==> src/rtl/matrix_input_collector_pkg.sv <==
// Shared constants and state encoding for the matrix pipeline stages.
// All stages import this package so that widths and state codes agree.
package matrix_input_collector_pkg;

    localparam int MAT_DATA_WIDTH = 9;
    localparam int MAT_MAX_DIM    = 5;
    localparam int MAT_MAX_ELEM   = 25;
    localparam int MAT_DIM_W      = 3;
    localparam int MAT_CNT_W      = 5;

    typedef enum logic [1:0] {
        IDLE = 2'd0,
        LOAD = 2'd1,
        DONE = 2'd2
    } mat_state_t;

endpackage

==> src/rtl/matrix_input_collector_dim_check.sv <==
// Combinational check of a requested r x c shape.
// Produces the legality flag and the element total.
module matrix_dim_check
    import matrix_input_collector_pkg::*;
#(
    parameter int MAX_DIM = MAT_MAX_DIM
) (
    input  logic [MAT_DIM_W-1:0] r,
    input  logic [MAT_DIM_W-1:0] c,
    output logic                 valid,
    output logic [MAT_CNT_W-1:0] total
);

    localparam logic [MAT_DIM_W-1:0] LIM = MAT_DIM_W'(MAX_DIM);

    assign valid = (r != '0) && (c != '0) && (r <= LIM) && (c <= LIM);
    // 5 bits hold every legal product (max 25); illegal shapes may wrap.
    assign total = {2'b00, r} * {2'b00, c};

endmodule

==> src/rtl/matrix_input_collector.sv <==
// Collects an r x c matrix streamed row-major into a flat 25-slot buffer
// and holds it, with done high, until the downstream stage acknowledges.
module matrix_input_collector
    import matrix_input_collector_pkg::*;
#(
    parameter int DATA_WIDTH = MAT_DATA_WIDTH,
    parameter int MAX_DIM    = MAT_MAX_DIM
) (
    input  logic                               clk,
    input  logic                               rst_n,
    input  logic                               start,
    input  logic [MAT_DIM_W-1:0]               r,
    input  logic [MAT_DIM_W-1:0]               c,
    input  logic                               abort,
    input  logic                               in_valid,
    input  logic [DATA_WIDTH-1:0]              in_data,
    output logic                               in_ready,
    input  logic                               ack,
    output logic [MAT_MAX_ELEM*DATA_WIDTH-1:0] data_out,
    output logic [MAT_DIM_W-1:0]               r_out,
    output logic [MAT_DIM_W-1:0]               c_out,
    output logic [MAT_CNT_W-1:0]               count,
    output logic                               busy,
    output logic                               done,
    output logic                               err
);

    mat_state_t           r_state;
    mat_state_t           w_next_state;
    logic                 w_dim_valid;
    logic [MAT_CNT_W-1:0] w_dim_total;
    logic [MAT_DIM_W-1:0] r_rows;
    logic [MAT_DIM_W-1:0] r_cols;
    logic [MAT_CNT_W-1:0] r_total;
    logic [MAT_CNT_W-1:0] r_count;
    logic                 r_busy;
    logic                 r_done;
    logic                 r_err;
    logic                 w_start_ok;
    logic                 w_start_bad;
    logic                 w_abort;
    logic                 w_accept;
    logic                 w_last;
    logic                 w_clear;

    matrix_dim_check #(
        .MAX_DIM (MAX_DIM)
    ) u_dim_check (
        .r     (r),
        .c     (c),
        .valid (w_dim_valid),
        .total (w_dim_total)
    );

    // start is only honoured outside LOAD; abort only inside it.
    assign w_start_ok  = start && w_dim_valid && (r_state != LOAD);
    assign w_start_bad = start && !w_dim_valid && (r_state != LOAD);
    assign w_abort     = (r_state == LOAD) && abort;
    assign w_accept    = (r_state == LOAD) && in_valid && !abort;
    assign w_last      = w_accept && ((r_count + 5'd1) == r_total);
    assign w_clear     = w_start_ok || w_abort;

    always_ff @(posedge clk or negedge rst_n) begin
        if (!rst_n) begin
            r_state <= IDLE;
        end else begin
            r_state <= w_next_state;
        end
    end

    always_comb begin
        w_next_state = r_state;
        case (r_state)
            IDLE: begin
                if (w_start_ok) w_next_state = LOAD;
            end
            LOAD: begin
                if (abort)       w_next_state = IDLE;
                else if (w_last) w_next_state = DONE;
            end
            DONE: begin
                // A start of any kind outranks ack; a rejected one keeps DONE.
                if (start) begin
                    if (w_dim_valid) w_next_state = LOAD;
                end else if (ack) begin
                    w_next_state = IDLE;
                end
            end
            default: w_next_state = IDLE;
        endcase
    end

    always_ff @(posedge clk or negedge rst_n) begin
        if (!rst_n) begin
            r_rows  <= '0;
            r_cols  <= '0;
            r_total <= '0;
            r_count <= '0;
            r_busy  <= 1'b0;
            r_done  <= 1'b0;
            r_err   <= 1'b0;
        end else begin
            r_err  <= w_start_bad;
            r_busy <= (w_next_state == LOAD);
            r_done <= (w_next_state == DONE);
            if (w_start_ok) begin
                r_rows  <= r;
                r_cols  <= c;
                r_total <= w_dim_total;
                r_count <= '0;
            end else if (w_abort) begin
                r_count <= '0;
            end else if (w_accept) begin
                r_count <= r_count + 5'd1;
            end
        end
    end

    genvar gi;
    generate
        for (gi = 0; gi < MAT_MAX_ELEM; gi++) begin : g_slot
            logic [DATA_WIDTH-1:0] r_slot;

            always_ff @(posedge clk or negedge rst_n) begin
                if (!rst_n) begin
                    r_slot <= '0;
                end else if (w_clear) begin
                    r_slot <= '0;
                end else if (w_accept && (r_count == MAT_CNT_W'(gi))) begin
                    r_slot <= in_data;
                end
            end

            assign data_out[gi*DATA_WIDTH +: DATA_WIDTH] = r_slot;
        end
    endgenerate

    assign in_ready = (r_state == LOAD);
    assign r_out    = r_rows;
    assign c_out    = r_cols;
    assign count    = r_count;
    assign busy     = r_busy;
    assign done     = r_done;
    assign err      = r_err;

endmodule

==> config.mk <==
export PLATFORM = sky130hd
export DESIGN_NAME = matrix_input_collector
export DESIGN_NICKNAME = d
export VERILOG_FILES = /design/src/rtl/matrix_input_collector_pkg.sv /design/src/rtl/matrix_input_collector_dim_check.sv /design/src/rtl/matrix_input_collector.sv
export SDC_FILE = /design/constraint.sdc
export NUM_CORES = 1
export LEC_CHECK = 0
export BUFFER_PORTS_ARGS = -buffer_cell sky130_fd_sc_hd__buf_2
export CAP_MARGIN = 25
export CORE_UTILIZATION = 44
export CTS_BUF_LIST = sky130_fd_sc_hd__clkbuf_8
export CTS_CLUSTER_SIZE = 40
export DETAILED_ROUTE_END_ITERATION = 7
export PLACE_DENSITY = 0.72
export SYNTH_ARGS = -nofsm -noshare
export SYNTH_HDL_FRONTEND = slang
export SYNTH_SLANG_ARGS = --single-unit
==> constraint.sdc <==
create_clock -name clk -period 3.53 [get_ports clk]
set_input_delay 0.5295 -clock clk [delete_from_list [all_inputs] [get_ports clk]]
set_output_delay 0.5295 -clock clk [all_outputs]
set_load 0.01 [all_outputs]
Yosys cells after proc, flatten, opt, wreduce, memory -nomap -nowiden
Cells that the tools add are included.
{ "word_totals": {"latchBits": 0, "inputBits": 21, "regBits": 246, "memories": 0, "romBits": 0, "output_inout_bits": 240, "mem_bits_rw": 0, "word_cells": 196} }
{ "op_classes": {"reduce_logical": 69, "div_mod_pow": 0, "shifts": 0, "muxes": 60, "n_lt_le_gt_ge": 2, "n_addsub": 1, "bitwise": 0, "multipliers": 1, "n_eq_ne": 30} }
{ "ops": {"columns": ["cell", "count"], "rows": [
  ["9-bit two-way mux", 50],
  ["2-bit nonzero test", 25],
  ["5-bit equality test (second input constant)", 9],
  ["5-bit by 4-bit equality test with 1-bit output (second input constant)", 8],
  ["1-bit logical AND", 36],
  ["5-bit by 3-bit equality test with 1-bit output (second input constant)", 4],
  ["5-bit two-way mux", 3],
  ["2-bit two-way mux", 6],
  ["5-bit by 2-bit equality test with 1-bit output (second input constant)", 2],
  ["3-bit nonzero test", 3],
  ["3-bit less-or-equal comparator (second input constant)", 2],
  ["2-bit one-hot mux with 3 select lines", 1],
  ["5-bit by 1-bit adder with 5-bit output (second input constant)", 1],
  ["5-bit by 1-bit equality test with 1-bit output (second input constant)", 1],
  ["5-bit equality test", 1],
  ["5-bit zero test", 1],
  ["3-bit by 3-bit multiplier with 5-bit output", 1],
  ["2-bit by 1-bit equality test with 1-bit output (second input constant)", 2],
  ["2-bit equality test (second input constant)", 2],
  ["1-bit zero test", 2],
  ["2-bit zero test", 1],
  ["2-bit by 1-bit inequality test with 1-bit output (second input constant)", 1],
  ["1-bit logical OR", 1]
]} }

Logic depth before layout (Yosys ltp)
{ "depth": {"word_depth": 9, "depth_mapped": 9, "ltp_nobuf": 9} }

Hierarchy
Synthesis repeated with hierarchy kept, for this count alone.
{ "unflattened": {"cells_unflattened": 1031, "hier_area_um2": 10551.4} }
{ "modules_own_cells": {"columns": ["mod", "seq_area_each_um2", "area_per_inst_um2", "cells_per_inst", "n_inst"], "rows": [
  ["matrix_input_collector", 6155.9, 10372.4, 1009, 1],
  ["matrix_dim_check", 0.0, 178.9, 22, 1]
]} }

Worst setup path after synthesis
No wires, ideal clock.
{ "synth_timing": {"kind": "input-to-reg", "start": "input port c[2]", "end": "register r_total[4]", "arrival_ns": 2.146, "path_buffers": 0, "slack_ns": 1.260, "setup_ns": 0.125, "required_ns": 3.405, "stages": 9, "path_cell_list": "nand2_1 fa_1 inv_1 ha_1 inv_1 fa_1 xnor2_1 xnor2_1 mux2_2"} }
{ "synth_between": {"elab_chain_len": 6, "elab_cells_between_ends": 8, "classes_between": "1 x mul; 1 x order compare; 6 x reduce/logical"} }
{ "synth_rtl": {"columns": ["item", "line_no", "rtl"], "rows": [
  ["from (decl)", "matrix_input_collector.sv:13", "input logic [MAT_DIM_W-1:0] c,"],
  ["branches (longest 6 deep; another with 3-bit by 3-bit multiplier with 5-bit output)", null, null],
  ["to (signal assigned)", "matrix_input_collector.sv:109", "r_total <= w_dim_total;"],
  ["to (decl)", "matrix_input_collector.sv:34", "logic [MAT_CNT_W-1:0] r_total;"]
]} }
Several ways; the timed one is not identified.
A chain may end at the register's enable or synchronous reset.

Final worst setup path
{ "layout_timing": {"start": "register r_state[1]", "end": "register g_slot[11].r_slot[6]"} }
{ "layout_between": {"elab_chain_len": 5, "elab_cells_between_ends": 10, "classes_between": "2 x eq/ne; 1 x mux; 7 x reduce/logical"} }
{ "layout_rtl": {"columns": ["item", "line_no", "rtl"], "rows": [
  ["from (decl)", "matrix_input_collector.sv:28", "mat_state_t r_state;"],
  ["from (signal assigned)", "matrix_input_collector.sv:67", "r_state <= w_next_state;"],
  ["2-bit by 1-bit equality test with 1-bit output", "matrix_input_collector.sv:58, matrix_input_collector.sv:59", null],
  ["1-bit logical AND (2 in a row)", "matrix_input_collector.sv:59", "assign w_accept = (r_state == LOAD) && in_valid && !abort;"],
  ["1-bit logical AND", "matrix_input_collector.sv:129", "end else if (w_accept && (r_count == MAT_CNT_W'(gi))) begin"],
  ["2-bit nonzero test (no line)", null, null],
  ["to (signal assigned)", "matrix_input_collector.sv:130", "r_slot <= in_data;"],
  ["to (decl)", "matrix_input_collector.sv:122", "logic [DATA_WIDTH-1:0] r_slot;"]
]} }
Parallel ways exist; a longest one is shown, timed or not.

==> results.toml <==
[global_routing]
grt_pass1_wl_um = 45200
global_route_track_usage_on_met3 = 0.0595
grt-ovfl-total = 0
met2_track_usage_gr = 0.380
number_of_antenna_violations_at_the_first_check_in_global_routing = 0
groute.layer.met1.usage = 0.331
first_global_vias = 7834
grt_start_max_net_pins = 144
grt_busiest_layer = "met2"
global_route.usage.total = 0.241

[layout]
ant_diodes = 0
final_common_cell = "sky130_fd_sc_hd__buf_2"
drive_gt1_frac = 0.283
most-common-layout-cells = "259 x sky130_fd_sc_hd__buf_2, 246 x sky130_fd_sc_hd__dfrtp_1, 166 x sky130_fd_sc_hd__nor2_1, 162 x sky130_fd_sc_hd__mux2i_1, 136 x sky130_fd_sc_hd__nand2_1"
fin_nets = 1234
final_core_utilization = 0.545
fin_cells = 1549
layout-area-overhead-vs-synth_pct = 21.3
final.fill_count = 2054

[route]
drc_errors = 0
antenna_violating_nets_post_route = 0
routed_via_density = 5.16
wire_per_inst_um = 19.1
drt_first_pass_iters = 5
via_count = 7994
detailedRoute.firstIterationViolations = 501
drt-total-wl_um = 29600

[timing]
maxClockFrequency_mhz = 405
fin_setup_tns_ps = 0
unrepaired_setup_endpoints_after_global_routing = "false"
fin_worst_hold_slack_ps = 285
max-slew-margin-rel = 0.450
final.min_clock_period_ps = 2470
final.period_utilization = 0.700
finalSetupViolCount = 0
worst_tran_pin_value_ps = 824
timing.final.max_slew_violations = 0
final-hold-violation-count = 0
skew_final_ps = 15.9
post-route-worst-setup-slack_ps = 1060

[setup_path]
crit_type = "flop to flop"
reg2regPathDepth = 4
end_kind = "flop"
crit_path_start_kind = "flop"
worstReg2RegEnd = "g_slot[11].r_slot[6]$_DFFE_PN0P_"
worst-endpoint-arrival_ps = 2860
reg2reg_slack_ps = 1060
cp_max_fo = 30
cp-startpoint = "r_state[1]$_DFF_PN0_"
required_ps = 3920
destination_of_the_critical_timing_path = "g_slot[11].r_slot[6]$_DFFE_PN0P_"
worst_r2r_src = "r_state[1]$_DFF_PN0_"

[logic_synthesis]
yosysWarnings = 0
synth.avg_cell_area_um2 = 10.8
netlist_instances = 975
synth_compound_gate_area_share = 0.0399
syn-num-nets = 1006
post_synthesis_cell_area_um2 = 10500
synth_xor_area_frac = 0.00914
synth.ff_latch_count = 246
synth_mux_area_frac = 0.164
yosys.area_share.adder = 0.0133
synthDistinctLibCells = 43
fraction_of_the_mapped_netlist_area_in_simple_logic_gates = 0.150
synth-seq-area-share = 0.584
synth_top_family_by_area = "multiplexers"

[run]
max_cap_violations = 0

[clock_network]
cts_repair_resize_count = 0
htreeDepth = 2
path_clk_slew_ps = 60
cts_buffers = 42
cts_post_setup_buffers_inserted = 0
clk-insertion-delay-late_ps = 540
cts.sinks = 246
clk_buf_depth = 3
clk_root_buffer_cell = "sky130_fd_sc_hd__clkbuf_8"
tritoncts = "built"
cts_hold_bufs = 1

[floorplanning]
die_w_um = 157
start_util = 0.449
floorplan.core_area_um2 = 23500
die_footprint_um2 = 24600
io-pin-count = 261
die_h_um = 157
rows = 56

[power]
power.share.switching = 0.265
vdd_drop_max_v = 0.000281
power.sequential.fraction = 0.497
pwr-share-comb = 0.090
p_leak_nw = 7.55
intPower_w = 0.00433
power.density_nw_per_um2 = 461
power.clock.fraction = 0.413
switching_power_w = 0.00156

[placement]
buffer_ports.inserted = 260
place_hpwl_um = 18500
place_inst = 1477
place_congestion = 0.744
dpl_worst_slack_ps = 840

[run_status]
run_status = "finished, final reports clean"

[worst_hold_path]
hold_class = "primary input to flop"
[power groups by stage]
| stage | Clock, W | Combinational [W] | Sequential [W] |
|---|---|---|---|
| floorplan | 0 | 0.000298 | 0.00299 |
| global placement | 0 | 0.000531 | 0.00297 |
| detailed placement | 0 | 0.000539 | 0.00297 |
| CTS | 0.00249 | 0.000539 | 0.00292 |
| global route | 0.00262 | 0.000585 | 0.00293 |
| finish | 0.00243 | 0.000531 | 0.00292 |
[final cells by class]
type / instances / area [µm²] / share of cell area
well taps: 319 / 399 / 0.0312
clock inverters: 20 / 90.1 / 0.00705
clock buffers: 51 / 702 / 0.0549
inverters: 7 / 26.3 / 0.00206
flip-flops and latches: 246 / 6160 / 0.482
multi-input cells: 636 / 3980 / 0.312
repair buffers: 270 / 1430 / 0.112
[worst min path at each step]
stage | from | end | depth (start not counted)
2_1_floorplan | rst_n | busy$_DFF_PN0_ | 0
3_3_place_gp | r_out[1]$_DFFE_PN0N_ | r_out[1]$_DFFE_PN0N_ | 1
3_5_place_dp | c_out[0]$_DFFE_PN0N_ | c_out[0]$_DFFE_PN0N_ | 1
4_1_cts | start | err$_DFF_PN0_ | 3
5_1_grt | r[0] | r_total[0]$_DFFE_PN0N_ | 3
6_report | start | err$_DFF_PN0_ | 3
[Yosys cell counts (all sizes together)]
master / count / share of area
dfrtp: 246 / 0.58
nor2: 167 / 0.060
mux2i: 162 / 0.15
nand2: 136 / 0.048
a21oi: 65 / 0.031
buf: 44 / 0.021
clkbuf: 42 / 0.016
nand3: 19 / 0.0090
mux2: 9 / 0.0096
ha: 8 / 0.0095
inv: 7 / 0.0025
nand4: 7 / 0.0056
nor2b: 7 / 0.0042
xnor2: 7 / 0.0058
or3: 6 / 0.0036
nor3: 5 / 0.0043
o21ai: 5 / 0.0027
and2: 4 / 0.0024
nand2b: 4 / 0.0024
xor2: 4 / 0.0033
nor4: 3 / 0.0032
a41o: 2 / 0.0019
and4: 2 / 0.0017
fa: 2 / 0.0038
o22ai: 2 / 0.0012
o31ai: 2 / 0.0014
or4: 2 / 0.0018
a22oi: 1 / 0.0012
a31oi: 1 / 0.00059
and3: 1 / 0.00059
and4bb: 1 / 0.0012
nand4bb: 1 / 0.0011
nor3b: 1 / 0.00071
[worst max-delay path: stages (launching register included)]
cell and delay, ps:
sky130_fd_sc_hd__dfrtp_1 430, sky130_fd_sc_hd__and4bb_2 760, sky130_fd_sc_hd__nand4_1 700, sky130_fd_sc_hd__mux2i_1 380, sky130_fd_sc_hd__nor2_1 60
[flip-flops by register name, indices dropped and copies added (netlist names)]
signal and cells:
done 1, g_slot.r_slot 225, r_total 5, busy 1, r_out 3, count 5
r_state 2, err 1, c_out 3
[per-layer routing]
layer  vias up  wire length [µm]
met5         -                 0
met4         0               506
met3        43              2070
met2       281             14100
met1      3995             13000
li1       3675                 -
[kinds of logic (layout without fill, tap and decap cells)]
| logic type | after synthesis | count (layout) |
|---|---|---|
| adder cells (fa/ha/maj) | 10 | 10 |
| XOR/XNOR | 11 | 11 |
| buffers and inverters | 93 | 348 |
| AO/OA/AOI/OAI | 78 | 78 |
| flip-flops | 246 | 246 |
| multiplexers | 171 | 171 |
| AND/OR/NAND/NOR | 366 | 366 |
[metrics by stage]
step,cell area [µm²],power [W]
after floorplan,10500,0.00329
after global placement,12000,0.00350
after detailed placement,12000,0.00351
after CTS,12800,0.00595
after global routing,12800,0.00614
final,12800,0.00589
(Power assumes the default switching activity.)
